<file path="src/rtl/tpm_spi_host_if.sv">
// Request/data bus and SPI pins of the TPM SPI host.
// slave = host engine side, master = requester / link side.
interface tpm_spi_host_if;
    logic        start;
    logic        rw;
    logic [5:0]  xfer_size;
    logic [23:0] address;
    logic [7:0]  wr_data;
    logic        wr_valid;
    logic        wr_ready;
    logic [7:0]  rd_data;
    logic        rd_valid;
    logic        busy;
    logic        done;
    logic        error;
    logic        spi_clk;
    logic        spi_cs_n;
    logic        spi_mosi;
    logic        spi_miso;

    modport slave (
        input  start, rw, xfer_size, address, wr_data, wr_valid, spi_miso,
        output wr_ready, rd_data, rd_valid, busy, done, error,
        output spi_clk, spi_cs_n, spi_mosi
    );

    modport master (
        output start, rw, xfer_size, address, wr_data, wr_valid, spi_miso,
        input  wr_ready, rd_data, rd_valid, busy, done, error,
        input  spi_clk, spi_cs_n, spi_mosi
    );
endinterface

</file>
<file path="src/rtl/tpm_spi_host.sv">
// TPM SPI-protocol initiator: header, wait-state polling, data phase.
// Define TPM_SPI_HOST_WAIT_LIMIT_EN to abort after MAX_WAIT poll bytes.
module tpm_spi_host #(
    parameter int CLK_DIV  = 2,
    parameter int MAX_WAIT = 16
) (
    input logic           clock,
    input logic           reset,
    tpm_spi_host_if.slave bus
);
    localparam int DW = (CLK_DIV > 1) ? $clog2(CLK_DIV) : 1;
    localparam int PW = $clog2(MAX_WAIT + 1);
    localparam logic [DW-1:0] DIV_LAST = DW'(CLK_DIV - 1);
    localparam logic [PW-1:0] POLL_MAX = PW'(MAX_WAIT);
`ifdef TPM_SPI_HOST_WAIT_LIMIT_EN
    localparam logic [PW-1:0] POLL_LIM = PW'(MAX_WAIT - 1);
`endif

    typedef enum logic [2:0] {
        IDLE, CS_SETUP, HEADER, POLL, DATA, CS_HOLD, DONE
    } state_e;

    state_e      state_q, state_d;
    logic [DW-1:0] div_q, div_d;
    logic        sck_q, sck_d;
    logic        cs_n_q, cs_n_d;
    logic        mosi_q, mosi_d;
    logic [7:0]  tx_q, tx_d;
    logic [7:0]  rx_q, rx_d;
    logic [2:0]  bit_q, bit_d;
    logic [5:0]  byte_q, byte_d;
    logic [PW-1:0] poll_q, poll_d;
    logic        rw_q, rw_d;
    logic [5:0]  size_q, size_d;
    logic [23:0] addr_q, addr_d;
    logic        busy_q, busy_d;
    logic        done_q, done_d;
    logic        err_q, err_d;
    logic        wrr_q, wrr_d;
    logic        rdv_q, rdv_d;
    logic [7:0]  rdd_q, rdd_d;
    logic        pend_q, pend_d;

    logic        tick, byte_end, shifting, timed, enter_data;
    logic [7:0]  hdr_nxt;

    always_comb begin
        state_d = state_q;
        div_d   = div_q;
        sck_d   = sck_q;
        cs_n_d  = cs_n_q;
        mosi_d  = mosi_q;
        tx_d    = tx_q;
        rx_d    = rx_q;
        bit_d   = bit_q;
        byte_d  = byte_q;
        poll_d  = poll_q;
        rw_d    = rw_q;
        size_d  = size_q;
        addr_d  = addr_q;
        busy_d  = busy_q;
        err_d   = err_q;
        pend_d  = pend_q;
        rdd_d   = rdd_q;
        done_d  = 1'b0;
        wrr_d   = 1'b0;
        rdv_d   = 1'b0;
        tick       = 1'b0;
        byte_end   = 1'b0;
        enter_data = 1'b0;
        shifting = state_q inside {HEADER, POLL, DATA};
        timed    = (state_q inside {CS_SETUP, HEADER, POLL, DATA, CS_HOLD})
                   && !pend_q;

        unique case (byte_q[1:0])
            2'd0:    hdr_nxt = addr_q[23:16];
            2'd1:    hdr_nxt = addr_q[15:8];
            default: hdr_nxt = addr_q[7:0];
        endcase

        // A pending write load freezes the divider with SCK low.
        if (timed) begin
            tick  = (div_q == DIV_LAST);
            div_d = tick ? '0 : div_q + DW'(1);
        end else if (!pend_q) begin
            div_d = '0;
        end

        if (tick && shifting) begin
            if (!sck_q) begin
                sck_d = 1'b1;
                rx_d  = {rx_q[6:0], bus.spi_miso};
                if (state_q == DATA && rw_q && bit_q == 3'd7) begin
                    rdv_d = 1'b1;
                    rdd_d = {rx_q[6:0], bus.spi_miso};
                end
            end else begin
                sck_d = 1'b0;
                if (bit_q == 3'd7) begin
                    bit_d    = '0;
                    byte_end = 1'b1;
                end else begin
                    bit_d  = bit_q + 3'd1;
                    tx_d   = {tx_q[6:0], 1'b0};
                    mosi_d = tx_q[6];
                end
            end
        end

        unique case (state_q)
            IDLE: begin
                if (bus.start) begin
                    rw_d    = bus.rw;
                    size_d  = bus.xfer_size;
                    addr_d  = bus.address;
                    err_d   = 1'b0;
                    busy_d  = 1'b1;
                    cs_n_d  = 1'b0;
                    sck_d   = 1'b0;
                    tx_d    = {bus.rw, 1'b0, bus.xfer_size};
                    mosi_d  = bus.rw;
                    bit_d   = '0;
                    byte_d  = '0;
                    poll_d  = '0;
                    pend_d  = 1'b0;
                    state_d = CS_SETUP;
                end
            end
            CS_SETUP: if (tick) state_d = HEADER;
            HEADER: begin
                if (byte_end) begin
                    if (byte_q == 6'd3) begin
                        byte_d = '0;
                        if (rx_q[0]) begin
                            enter_data = 1'b1;
                        end else begin
                            state_d = POLL;
                            tx_d    = '0;
                            mosi_d  = 1'b0;
                        end
                    end else begin
                        byte_d = byte_q + 6'd1;
                        tx_d   = hdr_nxt;
                        mosi_d = hdr_nxt[7];
                    end
                end
            end
            POLL: begin
                if (byte_end) begin
                    tx_d   = '0;
                    mosi_d = 1'b0;
                    if (rx_q[0]) begin
                        enter_data = 1'b1;
                    end else begin
                        if (poll_q != POLL_MAX) poll_d = poll_q + PW'(1);
`ifdef TPM_SPI_HOST_WAIT_LIMIT_EN
                        if (poll_q == POLL_LIM) begin
                            state_d = CS_HOLD;
                            err_d   = 1'b1;
                        end
`endif
                    end
                end
            end
            DATA: begin
                if (pend_q && bus.wr_valid) begin
                    tx_d   = bus.wr_data;
                    mosi_d = bus.wr_data[7];
                    wrr_d  = 1'b1;
                    pend_d = 1'b0;
                end
                if (byte_end) begin
                    if (byte_q == size_q) begin
                        state_d = CS_HOLD;
                        mosi_d  = 1'b0;
                    end else begin
                        byte_d = byte_q + 6'd1;
                        pend_d = !rw_q;
                    end
                end
            end
            CS_HOLD: begin
                if (tick) begin
                    cs_n_d  = 1'b1;
                    done_d  = 1'b1;
                    state_d = DONE;
                end
            end
            DONE: begin
                busy_d  = 1'b0;
                state_d = IDLE;
            end
            default: state_d = IDLE;
        endcase

        if (enter_data) begin
            state_d = DATA;
            tx_d    = '0;
            mosi_d  = 1'b0;
            pend_d  = !rw_q;
        end
    end

    always_ff @(posedge clock) begin
        if (reset) begin
            state_q <= IDLE;
            div_q   <= '0;
            sck_q   <= 1'b0;
            cs_n_q  <= 1'b1;
            mosi_q  <= 1'b0;
            tx_q    <= '0;
            rx_q    <= '0;
            bit_q   <= '0;
            byte_q  <= '0;
            poll_q  <= '0;
            rw_q    <= 1'b0;
            size_q  <= '0;
            addr_q  <= '0;
            busy_q  <= 1'b0;
            done_q  <= 1'b0;
            err_q   <= 1'b0;
            wrr_q   <= 1'b0;
            rdv_q   <= 1'b0;
            rdd_q   <= '0;
            pend_q  <= 1'b0;
        end else begin
            state_q <= state_d;
            div_q   <= div_d;
            sck_q   <= sck_d;
            cs_n_q  <= cs_n_d;
            mosi_q  <= mosi_d;
            tx_q    <= tx_d;
            rx_q    <= rx_d;
            bit_q   <= bit_d;
            byte_q  <= byte_d;
            poll_q  <= poll_d;
            rw_q    <= rw_d;
            size_q  <= size_d;
            addr_q  <= addr_d;
            busy_q  <= busy_d;
            done_q  <= done_d;
            err_q   <= err_d;
            wrr_q   <= wrr_d;
            rdv_q   <= rdv_d;
            rdd_q   <= rdd_d;
            pend_q  <= pend_d;
        end
    end

    assign bus.spi_clk  = sck_q;
    assign bus.spi_cs_n = cs_n_q;
    assign bus.spi_mosi = mosi_q;
    assign bus.busy     = busy_q;
    assign bus.done     = done_q;
    assign bus.wr_ready = wrr_q;
    assign bus.rd_valid = rdv_q;
    assign bus.rd_data  = rdd_q;
`ifdef TPM_SPI_HOST_WAIT_LIMIT_EN
    assign bus.error    = err_q;
`else
    assign bus.error    = 1'b0;
`endif
endmodule

</file>
<file path="src/flat_wrapper.sv">
// flat-port wrapper written by rule: the top's interface ports become plain ports
module tpm_spi_host_flat 
#(
    parameter int CLK_DIV  = 2,
    parameter int MAX_WAIT = 16
)
  (clock, reset, bus_start, bus_rw, bus_xfer_size, bus_address, bus_wr_data, bus_wr_valid, bus_spi_miso, bus_wr_ready, bus_rd_data, bus_rd_valid, bus_busy, bus_done, bus_error, bus_spi_clk, bus_spi_cs_n, bus_spi_mosi);
  tpm_spi_host_if bus_i ();
  input logic clock;
  input logic reset;
  input wire logic [$bits(bus_i.start)-1:0] bus_start;
  input wire logic [$bits(bus_i.rw)-1:0] bus_rw;
  input wire logic [$bits(bus_i.xfer_size)-1:0] bus_xfer_size;
  input wire logic [$bits(bus_i.address)-1:0] bus_address;
  input wire logic [$bits(bus_i.wr_data)-1:0] bus_wr_data;
  input wire logic [$bits(bus_i.wr_valid)-1:0] bus_wr_valid;
  input wire logic [$bits(bus_i.spi_miso)-1:0] bus_spi_miso;
  output wire logic [$bits(bus_i.wr_ready)-1:0] bus_wr_ready;
  output wire logic [$bits(bus_i.rd_data)-1:0] bus_rd_data;
  output wire logic [$bits(bus_i.rd_valid)-1:0] bus_rd_valid;
  output wire logic [$bits(bus_i.busy)-1:0] bus_busy;
  output wire logic [$bits(bus_i.done)-1:0] bus_done;
  output wire logic [$bits(bus_i.error)-1:0] bus_error;
  output wire logic [$bits(bus_i.spi_clk)-1:0] bus_spi_clk;
  output wire logic [$bits(bus_i.spi_cs_n)-1:0] bus_spi_cs_n;
  output wire logic [$bits(bus_i.spi_mosi)-1:0] bus_spi_mosi;
  assign bus_i.start = bus_start;
  assign bus_i.rw = bus_rw;
  assign bus_i.xfer_size = bus_xfer_size;
  assign bus_i.address = bus_address;
  assign bus_i.wr_data = bus_wr_data;
  assign bus_i.wr_valid = bus_wr_valid;
  assign bus_i.spi_miso = bus_spi_miso;
  assign bus_wr_ready = bus_i.wr_ready;
  assign bus_rd_data = bus_i.rd_data;
  assign bus_rd_valid = bus_i.rd_valid;
  assign bus_busy = bus_i.busy;
  assign bus_done = bus_i.done;
  assign bus_error = bus_i.error;
  assign bus_spi_clk = bus_i.spi_clk;
  assign bus_spi_cs_n = bus_i.spi_cs_n;
  assign bus_spi_mosi = bus_i.spi_mosi;
  tpm_spi_host #(.CLK_DIV(CLK_DIV), .MAX_WAIT(MAX_WAIT)) u_core (.clock(clock), .reset(reset), .bus(bus_i));
endmodule
</file>
<file path="config.mk">
export PLATFORM = sky130hd
export DESIGN_NAME = tpm_spi_host_flat
export DESIGN_NICKNAME = d
export VERILOG_FILES = /design/src/rtl/tpm_spi_host_if.sv /design/src/rtl/tpm_spi_host.sv /design/src/flat_wrapper.sv
export SDC_FILE = /design/constraint.sdc
export NUM_CORES = 1
export LEC_CHECK = 0
export CORE_ASPECT_RATIO = 0.9
export CORE_UTILIZATION = 29
export DETAILED_ROUTE_END_ITERATION = 6
export GPL_TIMING_DRIVEN = 1
export PLACE_DENSITY = 0.54
export SETUP_SLACK_MARGIN = 0.15
export SLEW_MARGIN = 0
export SYNTH_ARGS = -nofsm -noshare
export SYNTH_HDL_FRONTEND = slang
export SYNTH_SLANG_ARGS = --single-unit
</file>
<file path="constraint.sdc">
create_clock -name clock -period 5.9 [get_ports clock]
set_input_delay 0.885 -clock clock [delete_from_list [all_inputs] [get_ports clock]]
set_output_delay 0.885 -clock clock [all_outputs]
set_load 0.01 [all_outputs]
</file>
-- Yosys cells after proc, flatten, opt, wreduce, memory -nomap -nowiden
Cells that the tools add are included.
- flip-flop bits (word level): 75
- word-level logic and storage cells: 157
- input bits: 44
- output and inout bits: 16
- equality and inequality tests: 29
- muxes and demuxes: 73
- reductions and logical operators: 28
- add/sub/neg operators: 3
- bitwise gates (word level): 5
- operator list (cell ; count):
    $mux W8 ; 9
    $mux W3 ; 14
    $mux W1 ; 36
    $pmux W8 S4 ; 1
    $mux W6 ; 5
    $pmux W3 S6 ; 1
    $pmux W6 S3 ; 1
    $reduce_and A9 Y1 ; 2
    $pmux W8 S2 ; 1
    $eq A3 B3 Y1 const B ; 4
    $ne A2 B2 Y1 const B ; 6
    $ne A3 B1 Y1 const B ; 4
    $ne A2 B1 Y1 const B ; 5
    $ne A3 B2 Y1 const B ; 3
    $reduce_bool A3 Y1 ; 3
    $pmux W1 S2 ; 4
    $reduce_and A2 Y1 ; 4
    $add A6 B1 Y6 const B ; 1
    $eq A3 B2 Y1 const B ; 2
    $eq A6 B2 Y1 const B ; 1
    $eq A6 B6 Y1 ; 1
    $reduce_and A3 Y1 ; 2
    $reduce_or A2 Y1 ; 3
    $logic_and A1 B1 Y1 ; 5
    other kinds (14) ; 20

-- Logic depth before layout (Yosys ltp)
Gate-level depths: netlist of the first run.
- depth in word-level cells: 10
- mapped depth: 8
- gate-level depth less buffers: 7

-- Worst setup path before layout of the first run
OpenSTA, ideal clock, no wires.
- path type: in2reg
- from: input bus_start
- to: register u_core.byte_q[0]
- path slack: 3796 ps
- setup time: 72 ps
- buffers on the path: 2
- data required time: 5828 ps
- stages on the path: 7
- arrival time: 2032 ps
- path through: nor4b_1 -> or2_2 -> clkbuf_1 -> a21oi_1 -> clkbuf_1 -> nand2_1 -> mux2i_1
- word-level cells in the longest chain between the ends: 2
- RTL lines (element ; line ; source):
    from (decl) ; flat_wrapper.sv:11 ; input wire logic [$bits(bus_i.start)-1:0] bus_start;
    $ne A2 B2 Y1 (no line) ; -- ;
    $reduce_and A5 Y1 (no line) ; -- ;
    to (signal assigned) ; tpm_spi_host.sv:235 ; byte_q <= byte_d;
    to (decl) ; tpm_spi_host.sv:31 ; logic [5:0] byte_q, byte_d;
Every way passes these cells.
A chain may end at the register's enable or synchronous reset.

-- Worst setup path in the final report of the first run
Same ends and word-level chain as after synthesis.

==> results of run 1 <==
[metal layers]
| layer | track usage | up-vias |
|---|---|---|
| met2 | 0.231 | 103 |
| met1 | 0.209 | 1407 |
| li1 | - | 1544 |
| met4 | 0.0461 | 0 |
| met3 | 0.0420 | 9 |
| met5 | 0 | - |
[where the power goes]
part / internal, W / switching (W)
sequential: 0.000522 / 0.0000171
clock: 0.000326 / 0.000216
combinational: 0.0000696 / 0.0000796
total: 0.000918 / 0.000313
[state kept, by name, indices dropped and copies added, names as in the netlist]
register and flops:
u_core.addr_q 24, u_core.bit_q 3, u_core.bus.busy 1, u_core.bus.done 1, u_core.bus.rd_data 8, u_core.bus.rd_valid 1
u_core.bus.spi_clk 1, u_core.bus.spi_cs_n 1, u_core.bus.spi_mosi 1, u_core.bus.wr_ready 1, u_core.byte_q 6, u_core.div_q 1
u_core.pend_q 1, u_core.rw_q 1, u_core.rx_q 7, u_core.size_q 6, u_core.state_q 3, u_core.tx_q 7
[cells by family (layout without fill, tap and decap cells)]
logic type,count (synthesis),count (layout)
AND/OR/NAND/NOR,166,166
AO/OA/AOI/OAI,102,102
flip-flops,74,74
buffers and inverters,35,84
multiplexers,27,27
adder cells (fa/ha/maj),6,6
XOR/XNOR,6,6
other,1,1
[worst register-to-register path, cell delays in order (launching register included)]
cell,delay (ns)
dfxtp_1,0.35
ha_1,0.16
ha_1,0.19
nand4b_1,0.26
nor3_1,0.94
a222oi_1,0.21
a21oi_1,0.21
[final cells by class]
| type | count | area (µm²) |
|---|---|---|
| clock buffer | 9 | 225 |
| clock inverter | 6 | 67.6 |
| tap | 156 | 195 |
| fill | 1200 | 7060 |
| multi-input combinational | 308 | 1830 |
| sequential | 74 | 1480 |
| timing repair buffer | 60 | 591 |
| inverter | 9 | 33.8 |
[cell usage in the layout, fill, tap and decap left out, types with 2 or more instances in the layout]
cell / count
nand4_1: 3
o211ai_1: 5
ha_1: 6
mux2_2: 6
nor3_1: 7
mux2i_1: 21
buf_4: 2
nand3_1: 6
nand2b_1: 6
a222oi_1: 7
o21ai_0: 11
nor2b_1: 8
clkinvlp_4: 2
nor4_1: 3
clkdlybuf4s50_1: 57
inv_1: 8
xnor2_1: 6
a22oi_1: 2
a211o_1: 4
a21oi_1: 48
nand2_1: 86
o22ai_1: 3
clkbuf_16: 9
or3_1: 3
dfxtp_1: 74
a22o_1: 6
a21o_1: 7
nor2_1: 32
[path summary, 6_finish.rpt]
kind / cells after the start / end / startpoint
min: 2 / u_core.addr_q[9] / u_core.addr_q[9]
max reg2reg: 6 / u_core.tx_q[4] / u_core.bit_q[0]
max: 7 / u_core.byte_q[0] / bus_start
min reg2reg: 2 / u_core.addr_q[9] / u_core.addr_q[9]
[metrics by stage]
step / cells / cell area [µm²] / utilization
6_report: 622 / 4420 / 0.385
5_1_grt: 622 / 4420 / 0.385
4_1_cts: 622 / 4420 / 0.385
3_5_place_dp: 607 / 4130 / 0.360
3_3_place_gp: 607 / 4130 / 0.360
2_1_floorplan: 417 / 3440 / -
==> run metrics, run 1 <==
status=completed; largest family of logic cells by synthesized area=simple AND/OR/NAND/NOR gates; metal2 WL=4.01 mm; H-Tree Depth=3; met3 WL post-DR=just over 600 µm; setup TNS=0 ns; Hold Fails Final Rpt=0; Antenna diodes=0; Startpoint Class=input port; Max stage delay on crit path=~0.58 ns; Synth-to-Final Area Change=28.5%; first-pass GRT wire length=approximately 14 mm; Num CTS Buffers=9; Reg clk slew, reported paths=~0.06 ns; Seq/Total Area, Yosys=0.430; arrival time worst endpoint=slightly above 3 ns; Overflow after GRT=0; Die W=117 µm; Die H=between 100 and 150 µm; post-route DRC violation count=0; Post-synth EDFFs=0; Final Power=0.00123 W; CP bufs+invs=2; RSZ-0062 raised after global routing=false; Rows=37; minimum clock period=between 2 and 3 ns; Top Metal Used=met4; Port-buffer cells=a little under 60; IR drop worst, VDD=~120 µV; Primary FF master, synth=dfxtp_1; Critical Path End Type=register; Mean Syn Cell Area=a little over 8 µm²; synth warn=0; routed wire length=roughly 8.9 mm; endpoints failing setup=0; Max-Cap Viols=0; Compound-Gate Fraction of Synth Area=0.191; syn_nets=around 470; Adder-Cell Fraction of Synth Area=0.0218; most numerous cell in the Yosys netlist=nand2_1; drt pass-1 iters=5; placed wire-length estimate=6.33 mm; Hold WS=approximately 0.46 ns; CTS tree=done; DIE AREA=approximately 0.012 mm²; M1 WL=around 4.1 mm; Longest Clk Path Bufs=2; Synth top cells by count=nand2_1, dfxtp_1, a21oi_1, nor2_1, mux2i_1; CTS Hold Bufs=0; static leakage=1.68 nW; pre-CTS WS=between 2 and 3 ns; Worst Skew=0.0108 ns; Root Buffer=clkbuf_16; synthesized flop and latch total=74; Rel. slew slack=0.244; pin count of the biggest net entering global routing=59; maximum clock rate=360 MHz; Worst Slack Setup Final=approximately 3.1 ns; Total GRT Usage=0.153; nets=between 500 and 600; post-cts resize count=0; DRT antenna net count=0; post-synthesis cell type count=50; I/O Pins=60; mean routed wirelength per cell=~14 µm; critical path type=in -> reg; leading post-synthesis cells by cell area=dfxtp_1, nand2_1, a21oi_1; Post-Synthesis Cells=roughly 420; clock sink count=74; worst skew pair latency=roughly 0.33 ns; Post-Syn Area=0.00344 mm²; Core Region=approximately 0.011 mm²; cell taking the most area after synthesis=dfxtp_1; xor/xnor share of the synthesized area=0.0153; Hold Path Class=reg -> reg; worst-path fanout max=38; share of the synthesized area in the top cell type=0.430; CP Cell Sequence=clkdlybuf4s50_1, nor4b_2, buf_4, or2_2, a21oi_1, nand2_1, mux2i_1; R2R Setup Slk=3.50 ns; GPL Wtd Cong=0.804; initial antenna violation count=0; Slew Viols, Final=0; final period utilization=0.470; Crit-path slowest cell=a21oi_1; vias in the first global route=2903; First DRT Iteration DRCs=between 200 and 250; CP required=between 6 and 7 ns; routed vias=approximately 3000; Synth Area in Simple Gates=0.220; via/cell ratio=about 5; pwr dens=278 mW/mm²; layout cells sized above 1=0.0665; total setup buffers inserted after CTS=0; mux cell area share after synthesis=0.0807; FFs w/ async S/R, synth=0; Worst Max-Slew Pin Slew=roughly 1.1 ns; Worst path top cell family by delay=buffers and inverters; Initial Util=0.300
Note: power is estimated with default switching activity, not from simulation.
==> run 2: changes to the inputs <==
--- a/config.mk
+++ b/config.mk
@@ -9,7 +9,7 @@
 export CORE_UTILIZATION = 29
 export DETAILED_ROUTE_END_ITERATION = 6
 export GPL_TIMING_DRIVEN = 1
-export PLACE_DENSITY = 0.54
+export PLACE_DENSITY = 0.56
 export SETUP_SLACK_MARGIN = 0.15
 export SLEW_MARGIN = 0
 export SYNTH_ARGS = -nofsm -noshare
==> constraint.sdc (replaced) <==
create_clock -name clock -period 2.2 [get_ports clock]
set_input_delay 0.33 -clock clock [delete_from_list [all_inputs] [get_ports clock]]
set_output_delay 0.33 -clock clock [all_outputs]
set_load 0.01 [all_outputs]
==> run 2 against run 1 <==
Combinational power grew to 2.9 times the previous value; sequential power grew to 2.7 times the previous value; global-route usage grew 0.43 points; largest power group unchanged; hold slack lost 0.075 ns; critical endpoint is now u_core.state_q[0]; routed wire length grew 3.1%; critical path depth shrank 2; first-iteration DRC count shrank 3.7%; via count grew 2.3%; clock power grew to 2.8 times the previous value.
==> run metrics, run 2 (synthesized netlist as in run 1, its figures left out) <==
sw power=0.000876 W (+180%); endpoints failing setup=0 (unchanged); pin count of the biggest net entering global routing=38 (-36%); status=completed; fraction of power spent switching nets=0.257 (+0.00285); Fillers=1203 (+0.25%); pre-CTS WS=-0.0142 ns (-2.79 ns); Synth-to-Final Area Change=35.4%; post-layout util=0.406 (+0.0208); highest-count cells in the layout ignoring fill and taps=nand2_1, dfxtp_1, clkdlybuf4s50_1; Overflow after GRT=0 (unchanged); drt pass-1 iters=5 (unchanged); Port-buffer cells=58 (unchanged); mean routed wirelength per cell=14.2 µm (-0.29%); Core Region=0.0115 mm² (unchanged); clock sink count=74 (unchanged); arrival time worst endpoint=2.23 ns (-0.81 ns); Hold Fails Final Rpt=0 (unchanged); GPL Wtd Cong=0.911 (+13%); Worst Slack Setup Final=0.246 ns (-2.88 ns); Crit-path slowest cell=or4_4; Antenna diodes=0 (unchanged); routed wire length=9.15 mm (+3.1%); worst-path fanout max=5 (-87%); Worst Skew=0.00760 ns (-0.00322 ns); maximum clock rate=a little over 500 MHz; Root Buffer=clkbuf_16; CTS tree=done; clock group share of total power=0.448 (+0.007); CP required=2.47 ns (-3.69 ns); I/O Pins=60 (unchanged); Gate power share=0.129 (+0.008); CTS Hold Bufs=0 (unchanged); minimum clock period=slightly below 2 ns; pwr dens=731 mW/mm² (+160%); Slew Viols, Final=0 (unchanged); routed vias=3133 (+2.3%); via/cell ratio=4.87 (-1.1%); worst skew pair latency=0.34 ns (about the same); initial antenna violation count=0 (unchanged); Startpoint Class=register; placed wire-length estimate=6.70 mm (+5.9%); final period utilization=0.888; Power Internal=0.00253 W (+180%); Longest Clk Path Bufs=2 (unchanged); max reg flops=24 (unchanged); RSZ-0062 raised after global routing=false; first-pass GRT wire length=14.8 mm (+2.1%); Total GRT Usage=0.157 (+0.00434); vias in the first global route=2951 (+1.7%); Num CTS Buffers=9 (unchanged); layout cells sized above 1=0.129 (+0.0628); Die W=117 µm (unchanged); nets=532 (+3.9%); static leakage=1.80 nW (+6.9%); IR drop worst, VDD=410 µV (+230%); critical path type=reg -> reg; Die H=105 µm (unchanged); Sequential Power Share=0.423 (-0.015); DIE AREA=0.0123 mm² (unchanged); Hold Path Class=in -> reg; Initial Util=0.300 (unchanged); First DRT Iteration DRCs=234 (-3.7%); Reg clk slew, reported paths=0.06 ns (about the same); post-route DRC violation count=0 (unchanged); Critical Path End Type=register; Max-Cap Viols=0 (unchanged); most common library cell in the layout ignoring fill and taps=nand2_1; Max stage delay on crit path=0.59 ns (about the same); Reg with most FFs=u_core.addr_q; DRT antenna net count=0 (unchanged); Hold WS=0.381 ns (-0.0749 ns); CP Cell Sequence=or4_4, or2_4, o32a_1, a211o_1, a21oi_2; Rows=37 (unchanged); H-Tree Depth=3 (unchanged)
[run 2: through the flow]
| stage | area (µm²) | std cells | setup TNS, ns | total power [W] |
|---|---|---|---|---|
| 2_1_floorplan | 3440 | 417 | 0 | 0.00171 |
| 3_3_place_gp | 4270 | 626 | 0 | 0.00190 |
| 3_5_place_dp | 4270 | 626 | -0.0142 | 0.00190 |
| 4_1_cts | 4600 | 642 | 0 | 0.00344 |
| 5_1_grt | 4660 | 643 | 0 | 0.00355 |
| 6_report | 4660 | 643 | 0 | 0.00341 |
[run 2: final timing paths]
check | startpoint | to | slack [ns] | cells after the start
max | u_core.byte_q[4] | u_core.state_q[0] | 0.25 | 5
min | reset | u_core.bus.spi_clk | 0.38 | 3
max reg2reg | u_core.byte_q[4] | u_core.state_q[0] | 0.25 | 5
min reg2reg | u_core.addr_q[18] | u_core.addr_q[18] | 0.46 | 2
[run 2: worst max-delay path, delay by kind of cell (launching register included)]
family | cells | cell delay (ns)
AO/OA/AOI/OAI | 3 | 0.69
AND/OR/NAND/NOR | 2 | 0.86
flip-flops | 1 | 0.35
[run 2: area by class of cell]
class                   count  area, µm²  area share
multi-input cells         308       1900       0.407
flip-flops and latches     74       1480       0.318
repair buffers             80        741       0.159
clock buffers              10        239      0.0513
well taps                 156        195      0.0419
clock inverters             6       73.8      0.0158
inverters                   9       33.8     0.00725
[run 2: routing by layer]
layer / up-vias / wire (µm) / track usage
li1: 1587 / - / -
met1: 1442 / 4430 / 0.218
met2: 94 / 4060 / 0.238
met3: 10 / 532 / 0.0357
met4: 0 / 122 / 0.0488
met5: - / 0 / 0
[run 2: power groups by stage]
stage	combinational [W]	sequential [W]	clock, W
4_1_cts	0.000433	0.00144	0.00156
5_1_grt	0.000486	0.00145	0.00162
6_report	0.000439	0.00144	0.00153
2_1_floorplan	0.000249	0.00146	0
3_5_place_dp	0.000428	0.00147	0
3_3_place_gp	0.000424	0.00147	0
[run 2: what timing repair did]
action / in CTS / in global routing
buffers inserted: 0 / 1
pin swaps: 0 / 1
setup endpoints to repair: 11 / 20
resized for setup: 4 / 12
hold endpoints to repair: 0 / 0
